--- config.mk ---
export PLATFORM = sky130hd
export DESIGN_NAME = arm_poll_scheduler_flat
export DESIGN_NICKNAME = d
export VERILOG_FILES = /design/src/rtl/arm_poll_scheduler_if.sv /design/src/rtl/arm_poll_scheduler.sv /design/src/flat_wrapper.sv
export SDC_FILE = /design/constraint.sdc
export NUM_CORES = 1
export LEC_CHECK = 0
export ABC_AREA = 1
export BUFFER_PORTS_ARGS = -buffer_cell sky130_fd_sc_hd__buf_4
export CAP_MARGIN = 30
export CELL_PAD_IN_SITES_DETAIL_PLACEMENT = 1
export CELL_PAD_IN_SITES_GLOBAL_PLACEMENT = 1
export CORE_ASPECT_RATIO = 0.6
export CORE_MARGIN = 2
export CORE_UTILIZATION = 35
export CTS_BUF_LIST = sky130_fd_sc_hd__clkbuf_4
export DETAILED_ROUTE_END_ITERATION = 8
export GPL_TIMING_DRIVEN = 0
export PLACE_DENSITY_LB_ADDON = 0.1
export SLEW_MARGIN = 20
export SYNTH_ARGS = -nofsm -noshare
export SYNTH_HDL_FRONTEND = slang
export SYNTH_SLANG_ARGS = --single-unit
--- constraint.sdc ---
create_clock -name clock -period 8 [get_ports clock]
set_clock_uncertainty 0.15 [all_clocks]
set_input_delay 0.8 -clock clock [delete_from_list [all_inputs] [get_ports clock]]
set_output_delay 0.8 -clock clock [all_outputs]
set_load 0.02 [all_outputs]
--- src/rtl/arm_poll_scheduler_if.sv ---
// Sequencer-facing bundle for arm_poll_scheduler: trigger pulses and committed frames out,
// completion flag, angle result and NAK status back from the I2C sequencer.
interface arm_poll_scheduler_if;
  logic        elbow_read_joint_angle;
  logic        write_hand;
  logic [87:0] arm_board_commandFrame_0;
  logic [87:0] arm_board_commandFrame_1;
  logic [87:0] arm_board_commandFrame_2;
  logic [87:0] arm_board_commandFrame_3;
  logic        done;
  logic [11:0] angle;
  logic        ack_error;

  modport master (
    output elbow_read_joint_angle, write_hand,
    output arm_board_commandFrame_0, arm_board_commandFrame_1,
    output arm_board_commandFrame_2, arm_board_commandFrame_3,
    input  done, angle, ack_error
  );

  modport slave (
    input  elbow_read_joint_angle, write_hand,
    input  arm_board_commandFrame_0, arm_board_commandFrame_1,
    input  arm_board_commandFrame_2, arm_board_commandFrame_3,
    output done, angle, ack_error
  );
endinterface

--- src/rtl/arm_poll_scheduler.sv ---
// Periodic elbow-angle poll and hand-frame commit scheduler for the arm I2C sequencer.
// Build macro ANGLE_FILTER_EN: joint_angle becomes a 1/4-gain IIR of good samples instead of the raw angle.
module arm_poll_scheduler #(
  parameter int TICK_CYCLES = 500000,
  parameter int WDOG_CYCLES = 65535
) (
  input  logic                 clock,
  input  logic                 reset,
  input  logic                 wr_en,
  input  logic [3:0]           wr_addr,
  input  logic [31:0]          wr_data,
  arm_poll_scheduler_if.master seq,
  output logic [11:0]          joint_angle,
  output logic                 angle_valid,
  output logic [3:0]           frame_pending,
  output logic [7:0]           error_count,
  output logic [7:0]           timeout_count,
  output logic [7:0]           overrun_count,
  output logic                 busy
);
  localparam int TK_W = $clog2(TICK_CYCLES);
  localparam int WD_W = $clog2(WDOG_CYCLES + 1);
  localparam logic [TK_W-1:0] TICK_LAST = TK_W'(TICK_CYCLES - 1);
  localparam logic [WD_W-1:0] WDOG_LAST = WD_W'(WDOG_CYCLES - 1);

  typedef enum logic [2:0] {
    IDLE, ISSUE_READ, WAIT_READ_ACC, WAIT_READ, ISSUE_WRITE, WAIT_WRITE_ACC, WAIT_WRITE
  } state_t;

  state_t          state, state_nxt;
  logic [TK_W-1:0] tick_cnt;
  logic            tick;
  logic [WD_W-1:0] wdog_cnt;
  logic            in_wait, wdog_last, wdog_hit, rd_done, wr_done;
  logic [87:0]     stage [4];
  logic [87:0]     frame [4];
`ifdef ANGLE_FILTER_EN
  logic            first_good;
`endif

  function automatic logic [7:0] sat_inc(input logic [7:0] v);
    return (v == 8'hFF) ? v : v + 8'd1;
  endfunction

  function automatic logic [11:0] filt_step(input logic [11:0] cur, input logic [11:0] smp);
    logic signed [12:0] diff;
    diff = $signed({1'b0, smp}) - $signed({1'b0, cur});
    return cur + 12'(diff >>> 2);
  endfunction

  assign tick      = (tick_cnt == TICK_LAST);
  assign in_wait   = state inside {WAIT_READ_ACC, WAIT_READ, WAIT_WRITE_ACC, WAIT_WRITE};
  assign wdog_last = (wdog_cnt == WDOG_LAST);
  assign busy      = (state != IDLE);

  assign seq.elbow_read_joint_angle   = (state == ISSUE_READ);
  assign seq.write_hand               = (state == ISSUE_WRITE);
  assign seq.arm_board_commandFrame_0 = frame[0];
  assign seq.arm_board_commandFrame_1 = frame[1];
  assign seq.arm_board_commandFrame_2 = frame[2];
  assign seq.arm_board_commandFrame_3 = frame[3];

  // Free-running poll period, independent of the transaction FSM.
  always_ff @(posedge clock) begin
    if (reset || tick) tick_cnt <= '0;
    else               tick_cnt <= tick_cnt + 1'b1;
  end

  // Completion needs done low (ACC state) then high; done already high on entry is ignored.
  always_comb begin
    state_nxt = state;
    wdog_hit  = 1'b0;
    rd_done   = 1'b0;
    wr_done   = 1'b0;
    case (state)
      IDLE:        if (tick) state_nxt = ISSUE_READ;
      ISSUE_READ:  state_nxt = WAIT_READ_ACC;
      WAIT_READ_ACC: begin
        if (!seq.done)     state_nxt = WAIT_READ;
        else if (wdog_last) begin wdog_hit = 1'b1; state_nxt = IDLE; end
      end
      WAIT_READ: begin
        if (seq.done) begin
          rd_done   = 1'b1;
          state_nxt = (frame_pending != 4'b0) ? ISSUE_WRITE : IDLE;
        end else if (wdog_last) begin
          wdog_hit = 1'b1; state_nxt = IDLE;
        end
      end
      ISSUE_WRITE: state_nxt = WAIT_WRITE_ACC;
      WAIT_WRITE_ACC: begin
        if (!seq.done)     state_nxt = WAIT_WRITE;
        else if (wdog_last) begin wdog_hit = 1'b1; state_nxt = IDLE; end
      end
      WAIT_WRITE: begin
        if (seq.done)      begin wr_done = 1'b1; state_nxt = IDLE; end
        else if (wdog_last) begin wdog_hit = 1'b1; state_nxt = IDLE; end
      end
      default:     state_nxt = IDLE;
    endcase
  end

  always_ff @(posedge clock) begin
    if (reset) begin
      state         <= IDLE;
      wdog_cnt      <= '0;
      joint_angle   <= '0;
      angle_valid   <= 1'b0;
      frame_pending <= '0;
      error_count   <= '0;
      timeout_count <= '0;
      overrun_count <= '0;
      for (int b = 0; b < 4; b++) begin
        stage[b] <= '0;
        frame[b] <= '0;
      end
`ifdef ANGLE_FILTER_EN
      first_good    <= 1'b0;
`endif
    end else begin
      state <= state_nxt;
      if (state_nxt != state || !in_wait) wdog_cnt <= '0;
      else                                wdog_cnt <= wdog_cnt + 1'b1;

      angle_valid <= 1'b0;
      if (rd_done) begin
        if (seq.ack_error) begin
          error_count <= sat_inc(error_count);
        end else begin
`ifdef ANGLE_FILTER_EN
          joint_angle <= first_good ? filt_step(joint_angle, seq.angle) : seq.angle;
          first_good  <= 1'b1;
`else
          joint_angle <= seq.angle;
`endif
          angle_valid <= 1'b1;
        end
      end
      if (wr_done && seq.ack_error) error_count <= sat_inc(error_count);
      if (wdog_hit)                 timeout_count <= sat_inc(timeout_count);
      if (tick && state != IDLE)    overrun_count <= sat_inc(overrun_count);

      // Commit reads the pre-write stage; a same-cycle word-2 write re-sets pending below.
      if (state == ISSUE_WRITE) begin
        for (int b = 0; b < 4; b++)
          if (frame_pending[b]) frame[b] <= stage[b];
        frame_pending <= '0;
      end
      if (wr_en) begin
        case (wr_addr[1:0])
          2'd0: stage[wr_addr[3:2]][31:0]  <= wr_data;
          2'd1: stage[wr_addr[3:2]][63:32] <= wr_data;
          2'd2: begin
            stage[wr_addr[3:2]][87:64]   <= wr_data[23:0];
            frame_pending[wr_addr[3:2]]  <= 1'b1;
          end
          default: ;
        endcase
      end
    end
  end
endmodule

--- src/flat_wrapper.sv ---
// flat-port wrapper written by rule: the top's interface ports become plain ports
module arm_poll_scheduler_flat 
#(
  parameter int TICK_CYCLES = 500000,
  parameter int WDOG_CYCLES = 65535
)
  (clock, reset, wr_en, wr_addr, wr_data, joint_angle, angle_valid, frame_pending, error_count, timeout_count, overrun_count, busy, seq_elbow_read_joint_angle, seq_write_hand, seq_arm_board_commandFrame_0, seq_arm_board_commandFrame_1, seq_arm_board_commandFrame_2, seq_arm_board_commandFrame_3, seq_done, seq_angle, seq_ack_error);
  arm_poll_scheduler_if seq_i ();
  input  logic clock;
  input  logic reset;
  input  logic wr_en;
  input  logic [3:0] wr_addr;
  input  logic [31:0] wr_data;
  output logic [11:0] joint_angle;
  output logic angle_valid;
  output logic [3:0] frame_pending;
  output logic [7:0] error_count;
  output logic [7:0] timeout_count;
  output logic [7:0] overrun_count;
  output logic busy;
  output wire logic [$bits(seq_i.elbow_read_joint_angle)-1:0] seq_elbow_read_joint_angle;
  output wire logic [$bits(seq_i.write_hand)-1:0] seq_write_hand;
  output wire logic [$bits(seq_i.arm_board_commandFrame_0)-1:0] seq_arm_board_commandFrame_0;
  output wire logic [$bits(seq_i.arm_board_commandFrame_1)-1:0] seq_arm_board_commandFrame_1;
  output wire logic [$bits(seq_i.arm_board_commandFrame_2)-1:0] seq_arm_board_commandFrame_2;
  output wire logic [$bits(seq_i.arm_board_commandFrame_3)-1:0] seq_arm_board_commandFrame_3;
  input wire logic [$bits(seq_i.done)-1:0] seq_done;
  input wire logic [$bits(seq_i.angle)-1:0] seq_angle;
  input wire logic [$bits(seq_i.ack_error)-1:0] seq_ack_error;
  assign seq_elbow_read_joint_angle = seq_i.elbow_read_joint_angle;
  assign seq_write_hand = seq_i.write_hand;
  assign seq_arm_board_commandFrame_0 = seq_i.arm_board_commandFrame_0;
  assign seq_arm_board_commandFrame_1 = seq_i.arm_board_commandFrame_1;
  assign seq_arm_board_commandFrame_2 = seq_i.arm_board_commandFrame_2;
  assign seq_arm_board_commandFrame_3 = seq_i.arm_board_commandFrame_3;
  assign seq_i.done = seq_done;
  assign seq_i.angle = seq_angle;
  assign seq_i.ack_error = seq_ack_error;
  arm_poll_scheduler #(.TICK_CYCLES(TICK_CYCLES), .WDOG_CYCLES(WDOG_CYCLES)) u_core (.clock(clock), .reset(reset), .wr_en(wr_en), .wr_addr(wr_addr), .wr_data(wr_data), .seq(seq_i), .joint_angle(joint_angle), .angle_valid(angle_valid), .frame_pending(frame_pending), .error_count(error_count), .timeout_count(timeout_count), .overrun_count(overrun_count), .busy(busy));
endmodule
==> metrics.yaml <==
routing:
  drtAntennaViolNets: 0
  post-route-drc-count: 0
  wire_per_inst_um: 21.0
  dr.pass1.iters: 5
  drt_wl_total_mm: 92.9
  vias_per_cell: 4.51
  drt-initial-drc-count: 1451
  vias: 19900
timing:
  max_freq_mhz: 258
  finalCritPeriodShare: 0.485
  tightest_slew_ns: 0.961
  fin_crit_ns: 3.88
  rsz0062_at_grt: "no"
  max-slew-margin-rel: 0.359
  setup_viol: 0
  setup_slack_ns: 4.12
  holdWs_ns: 0.163
  drv_slew: 0
  finalSetupTns_ns: 0
  hold_violations: 0
global_route:
  first_global_vias: 20900
  use_met2: 0.321
  met1_usage: 0.310
  antenna_found_initial: 12
  gr-max-usage-layer: "met2"
  track_usage: 0.216
  grt_max_degree: 38
  grt_overflow: 0
  met3_usage: 0.0536
  grt_pass1_wl_mm: 135
clock_network:
  cts.root.buffer_cell: "clkbuf_4"
  clk_latency_ns: 1.06
  cts.sink_count: 783
  cts_setup_buffers: 0
  clk_pin_slew_ns: 0.07
  cts_buffers: 191
  cts_tree: "done"
  cts.htree.levels: 4
  cts.repair.resized: 0
  clockBufferDepth: 3
cells_and_area:
  final_cells: 4424
  utilization: 0.455
  finish.net_count: 3197
  final_cell_area_um2: 38000
  num-fill-cells: 9001
  drive_gt1_frac: 0.265
  syn_to_final_growth_pct: 28.5
synth:
  yosysWarningCount: 0
  ys_top_cells_by_area: "edfxtp_1 (71%), nor2_1 (9.3%), inv_1 (6.2%), dfxtp_1 (5.3%), nand2_1 (1.3%)"
  synth.cell_area_um2: 29600
  syn_avg_cell_area_um2: 12.2
  synth_top_area_frac: 0.715
  synth_nets: 2485
  yosysMostFrequentCell: "nor2_1"
  yosys_most_used_dff: "edfxtp_1"
  synth.top_cells.by_count: "nor2_1 (734), edfxtp_1 (704), inv_1 (486), nand2_1 (105), dfxtp_1 (79)"
  synth_area_leader_cell: "edfxtp_1"
  yosysSeqAreaShare: 0.768
  ys_types: 38
  synth_edf_count: 704
  synthArstFlopShare: 0
  yosys_register_bits: 783
  syn_inst: 2426
setup_path:
  crit_chain: "dlygate4sd3_1 -> buf_2 -> inv_1 -> clkbuf_1 -> clkbuf_1 -> o21ai_4 -> buf_16 -> buf_16 -> buf_16 -> buf_16"
  crit_start: "reset"
  cp_max_fo: 23
  cp_num_buf_inv: 9
  worstPathArrival_ns: 4.52
  end_kind: "flip-flop"
  cpMostUsedCell: "buf_16"
  slowest_stage: "clkbuf_1"
  cp_top_family: "buffers and inverters"
  path_class: "in2reg"
  slowest_delay_ns: 0.79
  cp.required_ns: 8.64
  r2r_slack_ns: 5.12
  crit_cells: 10
  r2r_cells: 8
  endpoint: "u_core.frame[3][58]$_SDFFCE_PN0P_"
  cp-start-kind: "input port"
  reg2reg_to: "u_core.frame[3][58]$_SDFFCE_PN0P_"
  r2r-start: "u_core.state[0]$_SDFF_PP0_"
die:
  rows: 82
  die_h_um: 229
  ioPinCount: 449
  core_um2: 83600
  die_x_um: 379
  dieArea_um2: 86900
  floorplan.initialDensity: 0.354
status:
  status: "finished, final reports clean"
place:
  post-place-cells: 4034
  portBuffers: 447
  place_ws_ns: 3.49
  place_hpwl_mm: 67.9
  place_congestion: 0.828
  placed_area_um2: 35100
job:
  maxCapViolations: 0
power_and_ir_drop:
  finalPower_mw: 8.56
  p_leak_nw: 16.3
  ir_worst_vdd_uv: 103
  power_density_nw_per_um2: 225
hold_path:
  hp-class: "in2reg"
==> report_power, final <==
part / switching [mW] / total (mW) / internal (mW)
Sequential: 0.0621 / 4.69 / 4.63
Clock: 1.67 / 3.36 / 1.68
Combinational: 0.343 / 0.514 / 0.171
==> worst register-to-register path: cells and delay by family, from the launching register on <==
| kind | cells | cell delay, ns |
|---|---|---|
| AOI/OAI and AO/OA | 1 | 0.66 |
| buffers and inverters | 5 | 0.95 |
| DFF | 1 | 0.31 |
| and+or+nand+nor | 2 | 0.51 |
==> worst min path at each step <==
stage	to	slack, ns	start	cells past startpoint
final	u_core.stage[1][56]$_SDFFCE_PN0P_	0.16	wr_data[24]	3
after global routing	u_core.stage[2][46]$_SDFFCE_PN0P_	0.09	wr_data[14]	3
after CTS	u_core.error_count[4]$_SDFFE_PP0P_	0.001	seq_ack_error	5
after detailed placement	u_core.error_count[4]$_SDFFE_PP0P_	0.31	u_core.error_count[4]$_SDFFE_PP0P_	2
after global placement	u_core.error_count[4]$_SDFFE_PP0P_	0.31	u_core.error_count[4]$_SDFFE_PP0P_	2
after floorplan	u_core.tick_cnt[0]$_SDFF_PP0_	0.29	u_core.tick_cnt[0]$_SDFF_PP0_	1
==> cell families after synthesis <==
| group | Yosys count | share of synthesized area |
|---|---|---|
| and+or+nand+nor | 953 | 0.131 |
| DFF | 783 | 0.768 |
| buffers and inverters | 575 | 0.0755 |
| AOI/OAI and AO/OA | 80 | 0.0142 |
| xor gates and xnor gates | 29 | 0.00859 |
| adders and majority gates | 6 | 0.00254 |
==> cell type report <==
class                   instances  area, um2  area share
diodes                          5       12.5    0.000329
plain buffers                  77        364     0.00957
clock buffers                 283       2120      0.0559
clock inverters                57        302     0.00793
inverters                     498       1870      0.0492
multi-input cells            1068       4720       0.124
flip-flops and latches        783      22700       0.597
well taps                    1134       1420      0.0373
repair buffers                519       4500       0.118
==> state kept, by name, indices dropped and copies added, names as in the netlist <==
signal / cells
u_core.frame: 352
u_core.stage: 352
u_core.tick_cnt: 19
u_core.wdog_cnt: 16
u_core.joint_angle: 12
u_core.error_count: 8
u_core.overrun_count: 8
u_core.timeout_count: 8
u_core.frame_pending: 4
u_core.state: 3
u_core.angle_valid: 1
==> repair_timing <==
action	4_1_cts	5_1_grt
hold endpoints to repair	141	0
setup endpoints to repair	0	0
hold buffers	44	0
==> cell usage in the layout (no fill, tap or decap), types with 14 or more instances in the layout <==
master / instances
a21oi_1: 31
buf_16: 20
buf_2: 36
buf_4: 447
clkbuf_1: 37
clkbuf_4: 283
clkinv_1: 45
dfxtp_1: 79
dlygate4sd3_1: 44
edfxtp_1: 704
inv_1: 484
inv_2: 14
nand2_1: 98
nand3_1: 36
nand4_1: 14
nor2_1: 734
nor3_1: 23
o21ai_0: 30
xor2_1: 18
==> layer usage <==
metal	part of all wire	wire (um)
met3	0.065	6060
met5	0.00069	64
met2	0.44	41100
met1	0.48	44300
met4	0.016	1490
(Power assumes the default switching activity.)
